File: src/rtl/mem_bus_arb_pkg.sv
// Shared types and defaults for the data-memory port arbiter.
// Latency: n/a (types, constants and a width helper only).
// Backpressure: n/a.
package mem_bus_arb_pkg;

  // Arbiter FSM encoding.
  typedef enum logic [1:0] {
    ST_IDLE = 2'd0,
    ST_BUSY = 2'd1,
    ST_RESP = 2'd2
  } state_t;

  // Which master currently owns (or last owned) the memory port.
  typedef enum logic {
    OWN_M0 = 1'b0,
    OWN_M1 = 1'b1
  } owner_t;

  localparam int DATA_W_DEF  = 64;
  localparam int TIMEOUT_DEF = 16;

  // Wait counter must be able to hold 0..TIMEOUT.
  function automatic int cnt_width(input int timeout);
    return $clog2(timeout + 1);
  endfunction

  localparam int CNT_W_DEF = cnt_width(TIMEOUT_DEF);

endpackage

File: src/rtl/mem_bus_arbiter_pick.sv
// Owner selection between the two masters; round-robin when ARB_ROUND_ROBIN_EN is defined, else m0 priority.
// Latency: purely combinational.
// Backpressure: none; the caller only consults it while idle.
module arb_pick
  import mem_bus_arb_pkg::*;
(
  input  logic [1:0] req,
  input  owner_t     last_owner,
  output logic       valid,
  output owner_t     owner
);

  // Pick a winner among the pending requests.
  always_comb begin
    valid = |req;
    owner = OWN_M0;
`ifdef ARB_ROUND_ROBIN_EN
    // On a tie, whoever did not win last time goes first.
    if (req == 2'b11) begin
      owner = (last_owner == OWN_M0) ? OWN_M1 : OWN_M0;
    end else if (req[1]) begin
      owner = OWN_M1;
    end
`else
    // The CPU always wins a tie; m1 only gets the port when m0 is quiet.
    if (!req[0] && req[1]) begin
      owner = OWN_M1;
    end
`endif
  end

`ifndef ARB_ROUND_ROBIN_EN
  // History is irrelevant under fixed priority.
  logic unused_last_owner;
  assign unused_last_owner = last_owner;
`endif

endmodule

File: src/rtl/mem_bus_arbiter.sv
// Shares one data-memory port between the CPU (m0) and a loader/DMA port (m1); ARB_ROUND_ROBIN_EN selects round-robin ties.
// Latency: request sampled in IDLE at N -> s_req from N+1 -> done one cycle after s_ready (min 2, max TIMEOUT+1).
// Backpressure: masters hold req until done; slave stalls via s_ready, bounded by TIMEOUT with an error completion.
module mem_bus_arbiter
  import mem_bus_arb_pkg::*;
#(
  parameter int DATA_W  = DATA_W_DEF,
  parameter int TIMEOUT = TIMEOUT_DEF
) (
  input  logic              clk,
  input  logic              rst,
  // master 0: CPU load/store path
  input  logic              m0_req,
  input  logic              m0_we,
  input  logic [DATA_W-1:0] m0_addr,
  input  logic [DATA_W-1:0] m0_wdata,
  output logic              m0_gnt,
  output logic              m0_done,
  output logic [DATA_W-1:0] m0_rdata,
  output logic              m0_err,
  // master 1: loader / debug / DMA
  input  logic              m1_req,
  input  logic              m1_we,
  input  logic [DATA_W-1:0] m1_addr,
  input  logic [DATA_W-1:0] m1_wdata,
  output logic              m1_gnt,
  output logic              m1_done,
  output logic [DATA_W-1:0] m1_rdata,
  output logic              m1_err,
  // memory slave
  output logic              s_req,
  output logic              s_we,
  output logic [DATA_W-1:0] s_addr,
  output logic [DATA_W-1:0] s_wdata,
  input  logic [DATA_W-1:0] s_rdata,
  input  logic              s_ready,
  // CPU clock-gate stall
  output logic              cpu_stall
);

  localparam int               CNT_W    = cnt_width(TIMEOUT);
  localparam logic [CNT_W-1:0] CNT_LAST = CNT_W'(TIMEOUT - 1);

  state_t              state_q, state_d;
  owner_t              owner_q;
  logic                we_q;
  logic [DATA_W-1:0]   addr_q;
  logic [DATA_W-1:0]   wdata_q;
  logic [DATA_W-1:0]   rdata_q;
  logic                err_q;
  logic [CNT_W-1:0]    cnt_q;

  logic                pick_vld;
  owner_t              pick_owner;
  owner_t              last_owner;
  logic                timeout_hit;
  logic                st_busy;
  logic                st_resp;

  assign st_busy     = (state_q == ST_BUSY);
  assign st_resp     = (state_q == ST_RESP);
  assign timeout_hit = (cnt_q == CNT_LAST);

  arb_pick u_pick (
    .req        ({m1_req, m0_req}),
    .last_owner (last_owner),
    .valid      (pick_vld),
    .owner      (pick_owner)
  );

`ifdef ARB_ROUND_ROBIN_EN
  owner_t last_owner_q;

  // Remember the most recent winner so the next tie goes the other way.
  always_ff @(posedge clk) begin
    if (rst) begin
      last_owner_q <= OWN_M1;
    end else if ((state_q == ST_IDLE) && pick_vld) begin
      last_owner_q <= pick_owner;
    end
  end

  assign last_owner = last_owner_q;
`else
  assign last_owner = OWN_M1;
`endif

  // FSM state register.
  always_ff @(posedge clk) begin
    if (rst) begin
      state_q <= ST_IDLE;
    end else begin
      state_q <= state_d;
    end
  end

  // Next-state: accept in IDLE, wait in BUSY (s_ready beats timeout), one RESP cycle.
  always_comb begin
    state_d = state_q;
    unique case (state_q)
      ST_IDLE: if (pick_vld)                state_d = ST_BUSY;
      ST_BUSY: if (s_ready || timeout_hit)  state_d = ST_RESP;
      ST_RESP:                              state_d = ST_IDLE;
      default:                              state_d = ST_IDLE;
    endcase
  end

  // Transfer registers: latch the winner's request, then capture the response or the timeout.
  always_ff @(posedge clk) begin
    if (rst) begin
      owner_q <= OWN_M0;
      we_q    <= 1'b0;
      addr_q  <= '0;
      wdata_q <= '0;
      rdata_q <= '0;
      err_q   <= 1'b0;
      cnt_q   <= '0;
    end else begin
      unique case (state_q)
        ST_IDLE: begin
          if (pick_vld) begin
            owner_q <= pick_owner;
            we_q    <= (pick_owner == OWN_M1) ? m1_we    : m0_we;
            addr_q  <= (pick_owner == OWN_M1) ? m1_addr  : m0_addr;
            wdata_q <= (pick_owner == OWN_M1) ? m1_wdata : m0_wdata;
            err_q   <= 1'b0;
            cnt_q   <= '0;
          end
        end
        ST_BUSY: begin
          if (s_ready) begin
            rdata_q <= s_rdata;
            err_q   <= 1'b0;
          end else if (timeout_hit) begin
            rdata_q <= '0;
            err_q   <= 1'b1;
          end else begin
            cnt_q   <= cnt_q + CNT_W'(1);
          end
        end
        default: begin
        end
      endcase
    end
  end

  // Slave side: request only while BUSY; address/data come straight from the latches.
  assign s_req   = st_busy;
  assign s_we    = st_busy & we_q;
  assign s_addr  = addr_q;
  assign s_wdata = wdata_q;

  // Master side: everything is forced to zero for whoever does not own the port.
  assign m0_gnt   = (st_busy | st_resp) && (owner_q == OWN_M0);
  assign m1_gnt   = (st_busy | st_resp) && (owner_q == OWN_M1);
  assign m0_done  = st_resp && (owner_q == OWN_M0);
  assign m1_done  = st_resp && (owner_q == OWN_M1);
  assign m0_rdata = m0_done ? rdata_q : '0;
  assign m1_rdata = m1_done ? rdata_q : '0;
  assign m0_err   = m0_done & err_q;
  assign m1_err   = m1_done & err_q;

  // CPU stays frozen until its own completion cycle.
  assign cpu_stall = m0_req & ~m0_done;

endmodule

File: config.mk
export PLATFORM = sky130hd
export DESIGN_NAME = mem_bus_arbiter
export DESIGN_NICKNAME = d
export VERILOG_FILES = /design/src/rtl/mem_bus_arb_pkg.sv /design/src/rtl/mem_bus_arbiter_pick.sv /design/src/rtl/mem_bus_arbiter.sv
export SDC_FILE = /design/constraint.sdc
export NUM_CORES = 1
export LEC_CHECK = 0
export ABC_AREA = 1
export CELL_PAD_IN_SITES_DETAIL_PLACEMENT = 0
export CELL_PAD_IN_SITES_GLOBAL_PLACEMENT = 1
export CORE_AREA = 2 2 227 229
export DETAILED_ROUTE_END_ITERATION = 7
export DIE_AREA = 0 0 229 231
export PLACE_DENSITY = 0.65
export SETUP_SLACK_MARGIN = 0.5
export SLEW_MARGIN = 10
export SYNTH_ARGS = -nofsm -noshare
export SYNTH_HDL_FRONTEND = slang
export SYNTH_SLANG_ARGS = --single-unit
File: constraint.sdc
create_clock -name clk -period 3.7 [get_ports clk]
set_clock_uncertainty 0.15 [all_clocks]
set_input_delay 0.74 -clock clk [delete_from_list [all_inputs] [get_ports clk]]
set_output_delay 0.74 -clock clk [all_outputs]
set_load 0.01 [all_outputs]
==> results.yml, run 1 <==
sta:
  rsz0062_at_grt: "yes"
  final.min_clock_period_ns: 3.07
  setup_viol_count_final: 0
  tns_ns: 0
  worstMarginPinSlew_ns: 1.14
  fin_crit_sh_pct: 82.8
  maxSlewViolCount: 0
  fmax_mhz: 326
  relSlewSlack_pct: 24.3
  whs_ns: 0.311
  worst_slack_ns: 0.635
  hold_violations: 0
global_route:
  grt_max_degree: 131
  grt_use_total_pct: 15.7
  grtUsageMet1_pct: 17.2
  grt_use_met2_pct: 29.5
  grt_pass1_wl_mm: 65.6
  gr-usage-met3_pct: 4.63
  antenna_found_initial: 0
  grt.overflow.total: 0
  grt_pass1_vias: 11200
  busiest_layer: "met2"
worst_hold_path:
  hold-path-cell-count: 2
  hold_class: "flip-flop to flip-flop"
  holdPathEnd: "s_addr[2]"
  hold_start: "s_addr[2]"
critical_path:
  reg2reg_depth: 9
  r2r-end: "rdata_q[55]"
  path_buf_inv: 3
  slowest_delay_ns: 0.55
  cp.required_ns: 2.81
  worst_setup_path_end_kind: "output pin"
  critPathKind: "flip-flop to output pin"
  path_cells: "inv_1 > ha_4 > nand2_8 > buf_4 > nor2_1 > clkdlybuf4s50_1"
  cp.arrival_ns: 2.18
  r2r_slack_ns: 1.24
  rr_startpoint: "cnt_q[0]"
  critical_path.startpoint_type: "flip-flop"
  cp_top_family: "buffers and inverters"
  cp_max_fo: 16
  worst_path_max_delay_cell: "clkdlybuf4s50_1"
finish:
  fillerInstances: 5580
  diodes: 0
  design_area_mm2: 0.0170
  layout.nets: 2432
  layout_commonest_cell: "nand2_1"
  multiInputGateArea_mm2: 0.00484
  drive_above_1_share_pct: 3.82
  final_cell_mix: "736 x nand2_1, 522 x clkdlybuf4s50_1, 201 x dfxtp_1, 198 x a21oi_1, 146 x nor2_1"
  syn2layout_area_growth_pct: 75.6
  seqCellArea_mm2: 0.00405
cts:
  htree_num_levels: 1
  cts_buffers: 26
  root_buffer: "clkbuf_16"
  clock_latency_ns: 0.54
  cts.sinks: 202
  cts_tree: "yes"
  clock_path_buffers: 3
  clk_pin_slew_ns: 0.06
detailed_routing:
  dr.pass1.iters: 5
  wl_per_cell_um: 15.8
  vias: 11500
  postRouteAntennaNets: 0
  drt_wl_total_mm: 44.1
  vias_per_cell: 4.09
  drc: 0
  drt_iter0_drc: 400
pwr:
  comb_power_share_pct: 27.7
  switching_share_pct: 30.8
  power_leakage_nw: 6.98
  power.internal_mw: 4.77
  pwr-share-seq_pct: 36.6
  pwr-share-clk_pct: 35.7
  power_density_mw_per_mm2: 405
  power_mw: 6.90
  vdd_drop_max_mv: 0.299
  p_sw_mw: 2.13
placement:
  hpwl_mm: 32.1
  dp_slack_ns: 0.722
  place.gp.congestion: 0.898
  portBuffers: 591
  place_area_mm2: 0.0162
synth:
  synth_cell_types: 17
  syn-num-nets: 1901
  yosys.area.top_type: "dfxtp_1"
  ys_seq_area_share_pct: 41.7
  yosys_warnings: 0
  synthTopCellsByArea: "dfxtp_1 42%, nand2_1 29%, a21oi_1 10%"
  synthCells: 1568
  netlist_area_mm2: 0.00969
  ys_seq_elements: 202
  synth_top_area_share_pct: 41.7
  synth_area_per_cell_um2: 6.18
floorplan:
  dieArea_mm2: 0.0529
  row_count: 83
  start_util_pct: 19.1
  io_pins: 592
  fp.dieW_um: 229
  dieHeight_um: 231
  core_area_mm2: 0.0507
flow_run:
  drv_cap: 0
status:
  status: "complete, no violations"
-- timing repair --
item	4_1_cts	5_1_grt
hold buffers	0	0
cloned	1	0
hold endpoints to repair	0	0
setup endpoints to repair	131	39
pin swaps	1	0
buffers inserted	0	1
resized for setup	75	3
-- sequential cells by signal, summed over array words and instances (netlist names) --
name / count
cnt_q: 5
err_q: 1
owner_q: 1
rdata_q: 64
s_addr: 64
s_wdata: 64
state_q: 2
we_q: 1
-- worst min-delay path: stages, from the launching register on --
cell and delay [ns]:
dfxtp_1 0.31, nand2_1 0.06, a21oi_1 0.05
-- power by group through the flow --
stage | combinational [mW] | sequential, mW | clock, mW
after floorplan | 0.840 | 2.63 | 0
after global placement | 1.93 | 2.56 | 0
after detailed placement | 1.94 | 2.57 | 0
after CTS | 1.96 | 2.53 | 2.57
after global routing | 2.11 | 2.56 | 2.65
final | 1.91 | 2.53 | 2.46
-- cells by family after synthesis --
family          count (synthesis)  share of synthesized area (%)
buf+inv                       201                           8.87
flops                         202                           41.7
fa+ha+maj                       6                          0.774
simple gates                  959                           38.2
compound gates                200                           10.4
-- worst max path at each step --
stage                    start      endpoint  slack [ns]  cells after the start
global route        state_q[0]  m1_rdata[36]        0.49                      6
global placement        m0_req     cpu_stall        0.69                      4
finish              state_q[0]  m1_rdata[22]        0.63                      6
floorplan           state_q[0]  m0_rdata[13]        1.39                      8
detailed placement      m0_req     cpu_stall        0.72                      4
CTS                 state_q[0]  m1_rdata[55]        0.50                      6
-- stage by stage --
step,cells,util (%)
after floorplan,1568,-
after global placement,2749,31.9
after detailed placement,2749,31.9
after CTS,2797,33.5
after global routing,2798,33.6
final,2798,33.6
-- area by class of cell --
| class | instances | area share, % |
|---|---|---|
| clock buffers | 40 | 4.67 |
| clock inverters | 7 | 0.265 |
| well taps | 680 | 5.00 |
| repair buffers | 615 | 35.9 |
| multi-input cells | 1166 | 28.4 |
| flip-flops and latches | 202 | 23.8 |
| inverters | 88 | 1.97 |
-- layer usage --
metal  share of wire (%)  wire (um)  up-vias
met5                   0          0        -
met4                 2.1        937        0
met3                 8.4       3710       50
met2                  50      22000      403
met1                  40      17400     5116
li1                    -          -     5885
-- synthesized netlist by cell type --
cell type and n:
ha_1 6, nor2_4 1, buf_1 17, a21oi_1 198
nand4_1 1, o21ai_0 1, nor2_1 147, nand3_1 72
a21oi_4 1, inv_1 84, buf_2 51, dfxtp_1 202
inv_2 4, nand2_1 737, buf_4 11, or2_2 1
clkbuf_1 34
(Power assumes the default switching activity.)
==> inputs of run 2 (changes only) <==
--- a/config.mk
+++ b/config.mk
@@ -8,9 +8,9 @@
 export ABC_AREA = 1
 export CELL_PAD_IN_SITES_DETAIL_PLACEMENT = 0
 export CELL_PAD_IN_SITES_GLOBAL_PLACEMENT = 1
-export CORE_AREA = 2 2 227 229
+export CORE_AREA = 2 2 233 235
 export DETAILED_ROUTE_END_ITERATION = 7
-export DIE_AREA = 0 0 229 231
+export DIE_AREA = 0 0 235 237
 export PLACE_DENSITY = 0.65
 export SETUP_SLACK_MARGIN = 0.5
 export SLEW_MARGIN = 10
==> constraint.sdc (replaced) <==
create_clock -name clk -period 2.5 [get_ports clk]
set_clock_uncertainty 0.15 [all_clocks]
set_input_delay 0.5 -clock clk [delete_from_list [all_inputs] [get_ports clk]]
set_output_delay 0.5 -clock clk [all_outputs]
set_load 0.01 [all_outputs]
==> results.yml, run 2 (synthesis gave the netlist of run 1 again) <==
detailed_routing:
  vias_per_cell: 4.13
  drt_iter0_drc: 528
  wl_met2_mm: 25.2
  met1_length_mm: 19.0
  postRouteAntennaNets: 0
  vias: 12000
  wl_met3_mm: 2.59
  drc: 0
  drt_wl_total_mm: 48.0
  topRoutingLayerUsed: "met4"
  dr.pass1.iters: 5
  wl_per_cell_um: 16.6
global_route:
  grt_pass1_wl_mm: 69.8
  grt.overflow.total: 0
  grt_use_total_pct: 15.9
  grt_pass1_vias: 11800
  antenna_found_initial: 0
  grt_max_degree: 76
finish:
  instances_no_fill: 2900
  layout.nets: 2519
  design_area_mm2: 0.0190
  layout_commonest_cell: "nand2_1"
  utilization_pct: 35.6
  drive_above_1_share_pct: 19.8
  seqCellArea_mm2: 0.00405
  fillerInstances: 5669
  syn2layout_area_growth_pct: 95.6
  diodes: 0
  final_cell_mix: "730 x nand2_1, 324 x clkdlybuf4s50_1, 198 x dfxtp_1, 197 x a21oi_1, 114 x buf_6"
  multiInputGateArea_mm2: 0.00561
sta:
  hold_violations: 0
  setup_viol_count_final: 98
  relSlewSlack_pct: 67.4
  worst_slack_ns: -0.162
  maxSlewViolCount: 0
  fmax_mhz: 376
  fin_crit_sh_pct: 106
  rsz0062_at_grt: "yes"
  whs_ns: 0.142
  worstMarginPinSlew_ns: 0.488
  final.min_clock_period_ns: 2.66
cts:
  htree_num_levels: 1
  clk_pin_slew_ns: 0.06
  clock_path_buffers: 3
  root_buffer: "clkbuf_16"
  cts_tree: "yes"
  clock_latency_ns: 0.53
  cts_buffers: 25
  cts.sinks: 202
critical_path:
  worst_setup_path_end_kind: "output pin"
  critPathKind: "flip-flop to output pin"
  critical_path.startpoint: "state_q[0]"
  cp.required_ns: 1.85
  rr_startpoint: "state_q[0]"
  critical_path.startpoint_type: "flip-flop"
  critPathMostFrequentCell: "buf_6"
  worst_path_max_delay_cell: "dfxtp_2"
  slowest_delay_ns: 0.33
  cp_top_family: "buffers and inverters"
  reg2reg_depth: 13
  cp.arrival_ns: 2.01
  cp_max_fo: 5
  path_cells: "inv_2 > ha_4 > nand2_8 > buf_12 > buf_12 > buf_6 > buf_6 > buf_6 > nor2_4 > buf_6"
  crit_cells: 10
  path_buf_inv: 7
flow_run:
  drv_cap: 0
pwr:
  power_density_mw_per_mm2: 568
  power_leakage_nw: 8.39
  switching_share_pct: 31.7
  comb_power_share_pct: 31.2
  pwr-share-seq_pct: 34.6
  pwr-share-clk_pct: 34.2
  vdd_drop_max_mv: 0.437
  power.internal_mw: 7.36
  p_sw_mw: 3.41
floorplan:
  dieArea_mm2: 0.0557
  dieHeight_um: 237
  core_area_mm2: 0.0533
  start_util_pct: 18.2
  fp.dieW_um: 235
  io_pins: 592
  row_count: 85
placement:
  place_inst: 2793
  place_area_mm2: 0.0166
  place.gp.congestion: 0.847
  hpwl_mm: 32.9
  portBuffers: 591
worst_hold_path:
  hold_start: "rst"
  hold-path-cell-count: 2
  hold_class: "input port to flip-flop"
status:
  violations: "setup timing"
  status: "finished, violations left"
[run 2: per-stage QoR]
step | setup WS [ns] | power (mW) | TNS [ns]
3_5_place_dp | 0.0894 | 6.83 | 0
5_1_grt | -0.243 | 11.4 | -14.88
4_1_cts | -0.246 | 10.8 | -10.18
6_report | -0.162 | 10.8 | -5.32
2_1_floorplan | 0.504 | 5.13 | 0
3_3_place_gp | 0.0872 | 6.80 | 0
[run 2: final cells by class]
type,count,area share (%)
Sequential cell,202,21.3
Multi-Input combinational cell,1165,29.6
Timing Repair Buffer,704,38.2
Clock buffer,40,4.12
Tap cell,696,4.59
Clock inverter,5,0.297
Inverter,88,1.82
[run 2: routing by layer]
| layer | track usage, % | vias up |
|---|---|---|
| met3 | 3.28 | 55 |
| met2 | 29.9 | 364 |
| met1 | 18.1 | 5493 |
| met5 | 0 | - |
| li1 | - | 6070 |
| met4 | 4.10 | 0 |
[run 2: worst reg2reg max path: stages, from the launching register on]
cell	delay, ns
dfxtp_2	0.33
buf_4	0.15
ha_4	0.16
buf_6	0.12
buf_4	0.13
buf_8	0.12
nand2_2	0.06
nand2_2	0.07
buf_6	0.13
nor2_4	0.17
nand2_4	0.10
nand2_1	0.08
nand2_1	0.05
nor2_1	0.09
[run 2: worst paths after layout]
| check | slack, ns | endpoint |
|---|---|---|
| setup / recovery | -0.16 | m1_rdata[45] |
| hold / removal | 0.14 | s_addr[38] |
| hold reg to reg | 0.31 | s_addr[50] |
| setup reg to reg | 0.54 | cnt_q[4] |
[run 2: power by group through the flow]
stage | clock network [mW] | registers (mW) | logic [mW]
floorplan | 0 | 3.89 | 1.24
global placement | 0 | 3.79 | 3.02
detailed placement | 0 | 3.80 | 3.03
CTS | 3.87 | 3.73 | 3.17
global route | 3.97 | 3.77 | 3.68
finish | 3.69 | 3.72 | 3.37
[run 2: what timing repair did]
item | in CTS | in global routing
resized for setup | 755 | 313
hold buffers | 0 | 0
pin swaps | 4 | 9
setup buffers | 33 | 16
endpoints found under the setup margin | 265 | 224
hold endpoints to repair | 0 | 0
cloned | 9 | 4
==> inputs of run 3 (changes only) <==
--- a/config.mk
+++ b/config.mk
@@ -13,6 +13,7 @@
 export DIE_AREA = 0 0 235 237
 export PLACE_DENSITY = 0.65
 export SETUP_SLACK_MARGIN = 0.5
+export SKIP_LAST_GASP = 1
 export SLEW_MARGIN = 10
 export SYNTH_ARGS = -nofsm -noshare
 export SYNTH_HDL_FRONTEND = slang
==> results.yml, run 3 (synthesis gave the netlist of run 1 again) <==
global_route:
  grt_pass1_vias: 11800
  grt_pass1_wl_mm: 69.6
  grt_max_degree: 76
  antenna_found_initial: 0
  grt.overflow.total: 0
  grt_use_total_pct: 15.9
cts:
  cts_hold_buf: 0
  cts_buffers: 25
  root_buffer: "clkbuf_16"
  clk_pin_slew_ns: 0.06
  clock_path_buffers: 3
  clock_latency_ns: 0.54
  htree_num_levels: 1
  cts.sinks: 202
  cts_tree: "yes"
floorplan:
  fp.dieW_um: 235
  core_area_mm2: 0.0533
  dieArea_mm2: 0.0557
  row_count: 85
  start_util_pct: 18.2
  io_pins: 592
  dieHeight_um: 237
critical_path:
  path_buf_inv: 7
  critPathMostFrequentCell: "buf_6"
  path_cells: "inv_2 > ha_4 > nand2_8 > buf_12 > buf_12 > buf_6 > buf_6 > buf_6 > nor2_4 > buf_6"
  critPathKind: "flip-flop to output pin"
  r2r_slack_ns: 0.54
  cp_top_family: "buffers and inverters"
  rr_startpoint: "state_q[0]"
  worst_setup_path_end_kind: "output pin"
  slowest_delay_ns: 0.33
  r2r-end: "cnt_q[1]"
  reg2reg_depth: 12
  critical_path.startpoint_type: "flip-flop"
  cp.required_ns: 1.85
  cp.arrival_ns: 2.02
  worst_path_max_delay_cell: "dfxtp_2"
  cp_max_fo: 5
flow_run:
  drv_cap: 0
pwr:
  switching_share_pct: 31.5
  p_sw_mw: 3.38
  power_leakage_nw: 8.35
  power_mw: 10.7
  pwr-share-seq_pct: 34.7
  vdd_drop_max_mv: 0.436
  comb_power_share_pct: 31.0
  pwr-share-clk_pct: 34.3
  power_density_mw_per_mm2: 579
  power.internal_mw: 7.36
finish:
  drive_above_1_share_pct: 19.5
  final_cell_mix: "731 x nand2_1, 324 x clkdlybuf4s50_1, 198 x dfxtp_1, 197 x a21oi_1, 110 x dlygate4sd2_1"
  layout.nets: 2522
  syn2layout_area_growth_pct: 91.5
  design_area_mm2: 0.0186
  layout_commonest_cell: "nand2_1"
  diodes: 0
detailed_routing:
  vias_per_cell: 4.12
  postRouteAntennaNets: 0
  wl_per_cell_um: 16.4
  drc: 0
  drt_wl_total_mm: 47.6
  drt_iter0_drc: 514
  dr.pass1.iters: 5
  vias: 12000
worst_hold_path:
  hold_start: "rst"
  hold_class: "input port to flip-flop"
  holdPathEnd: "s_addr[38]"
  hold-path-cell-count: 2
sta:
  whs_ns: 0.139
  hold_violations: 0
  fmax_mhz: 375
  final.min_clock_period_ns: 2.67
  tns_ns: -6.06
  worst_slack_ns: -0.169
  rsz0062_at_grt: "yes"
  fin_crit_sh_pct: 107
  worstMarginPinSlew_ns: 0.511
  setup_viol_count_final: 96
  relSlewSlack_pct: 65.9
  maxSlewViolCount: 0
placement:
  hpwl_mm: 32.9
  portBuffers: 591
  place.gp.congestion: 0.847
  place_area_mm2: 0.0166
status:
  violations: "setup timing"
  status: "finished, violations left"
==> run 3: cell count changes in the layout (fill, tap and decap cells not counted), sizes merged <==
cell	previous run	this run
buf	248	251
==> run 3: what timing repair did <==
action                                  4_1_cts  5_1_grt
pin swaps                                     4       13
cloned                                        9        3
hold endpoints to repair                      0        0
buffers inserted                             33       20
endpoints found under the setup margin      265      224
gates resized for setup                     631      356
==> run 3: metrics by stage <==
step | utilization (%) | setup slack (ns) | std cells
after floorplan | - | 0.504 | 1568
final | 34.8 | -0.169 | 2903
after global placement | 31.1 | 0.0872 | 2793
after global routing | 34.8 | -0.251 | 2903
after detailed placement | 31.1 | 0.0894 | 2793
after CTS | 33.3 | -0.324 | 2880
==> run 3: per-layer routing <==
| layer | wire [um] | track usage (%) |
|---|---|---|
| met1 | 18700 | 18.0 |
| met2 | 25000 | 30.1 |
| met3 | 2740 | 3.19 |
| met4 | 1140 | 3.89 |
| met5 | 0 | 0 |
==> run 3: area by class of cell <==
class / count / area (um^2)
Fill cell: 5748 / 34700
Timing Repair Buffer: 707 / 7030
Multi-Input combinational cell: 1165 / 5430
Sequential cell: 202 / 4050
Tap cell: 696 / 871
Clock buffer: 40 / 782
Inverter: 88 / 345
Clock inverter: 5 / 56.3
==> run 3: worst max path at each step <==
stage / from / endpoint / cells past startpoint
finish: state_q[0] / m1_rdata[45] / 10
global route: state_q[0] / m1_rdata[45] / 10
CTS: state_q[0] / m0_rdata[50] / 10
detailed placement: m0_req / cpu_stall / 4
global placement: m0_req / cpu_stall / 4
floorplan: state_q[0] / m0_rdata[13] / 8
==> run 3: power by group through the flow <==
stage	logic [mW]	registers [mW]	clock network, mW
global route	3.65	3.77	3.97
finish	3.33	3.72	3.69
global placement	3.02	3.79	0
CTS	3.14	3.73	3.87
detailed placement	3.03	3.80	0
floorplan	1.24	3.89	0
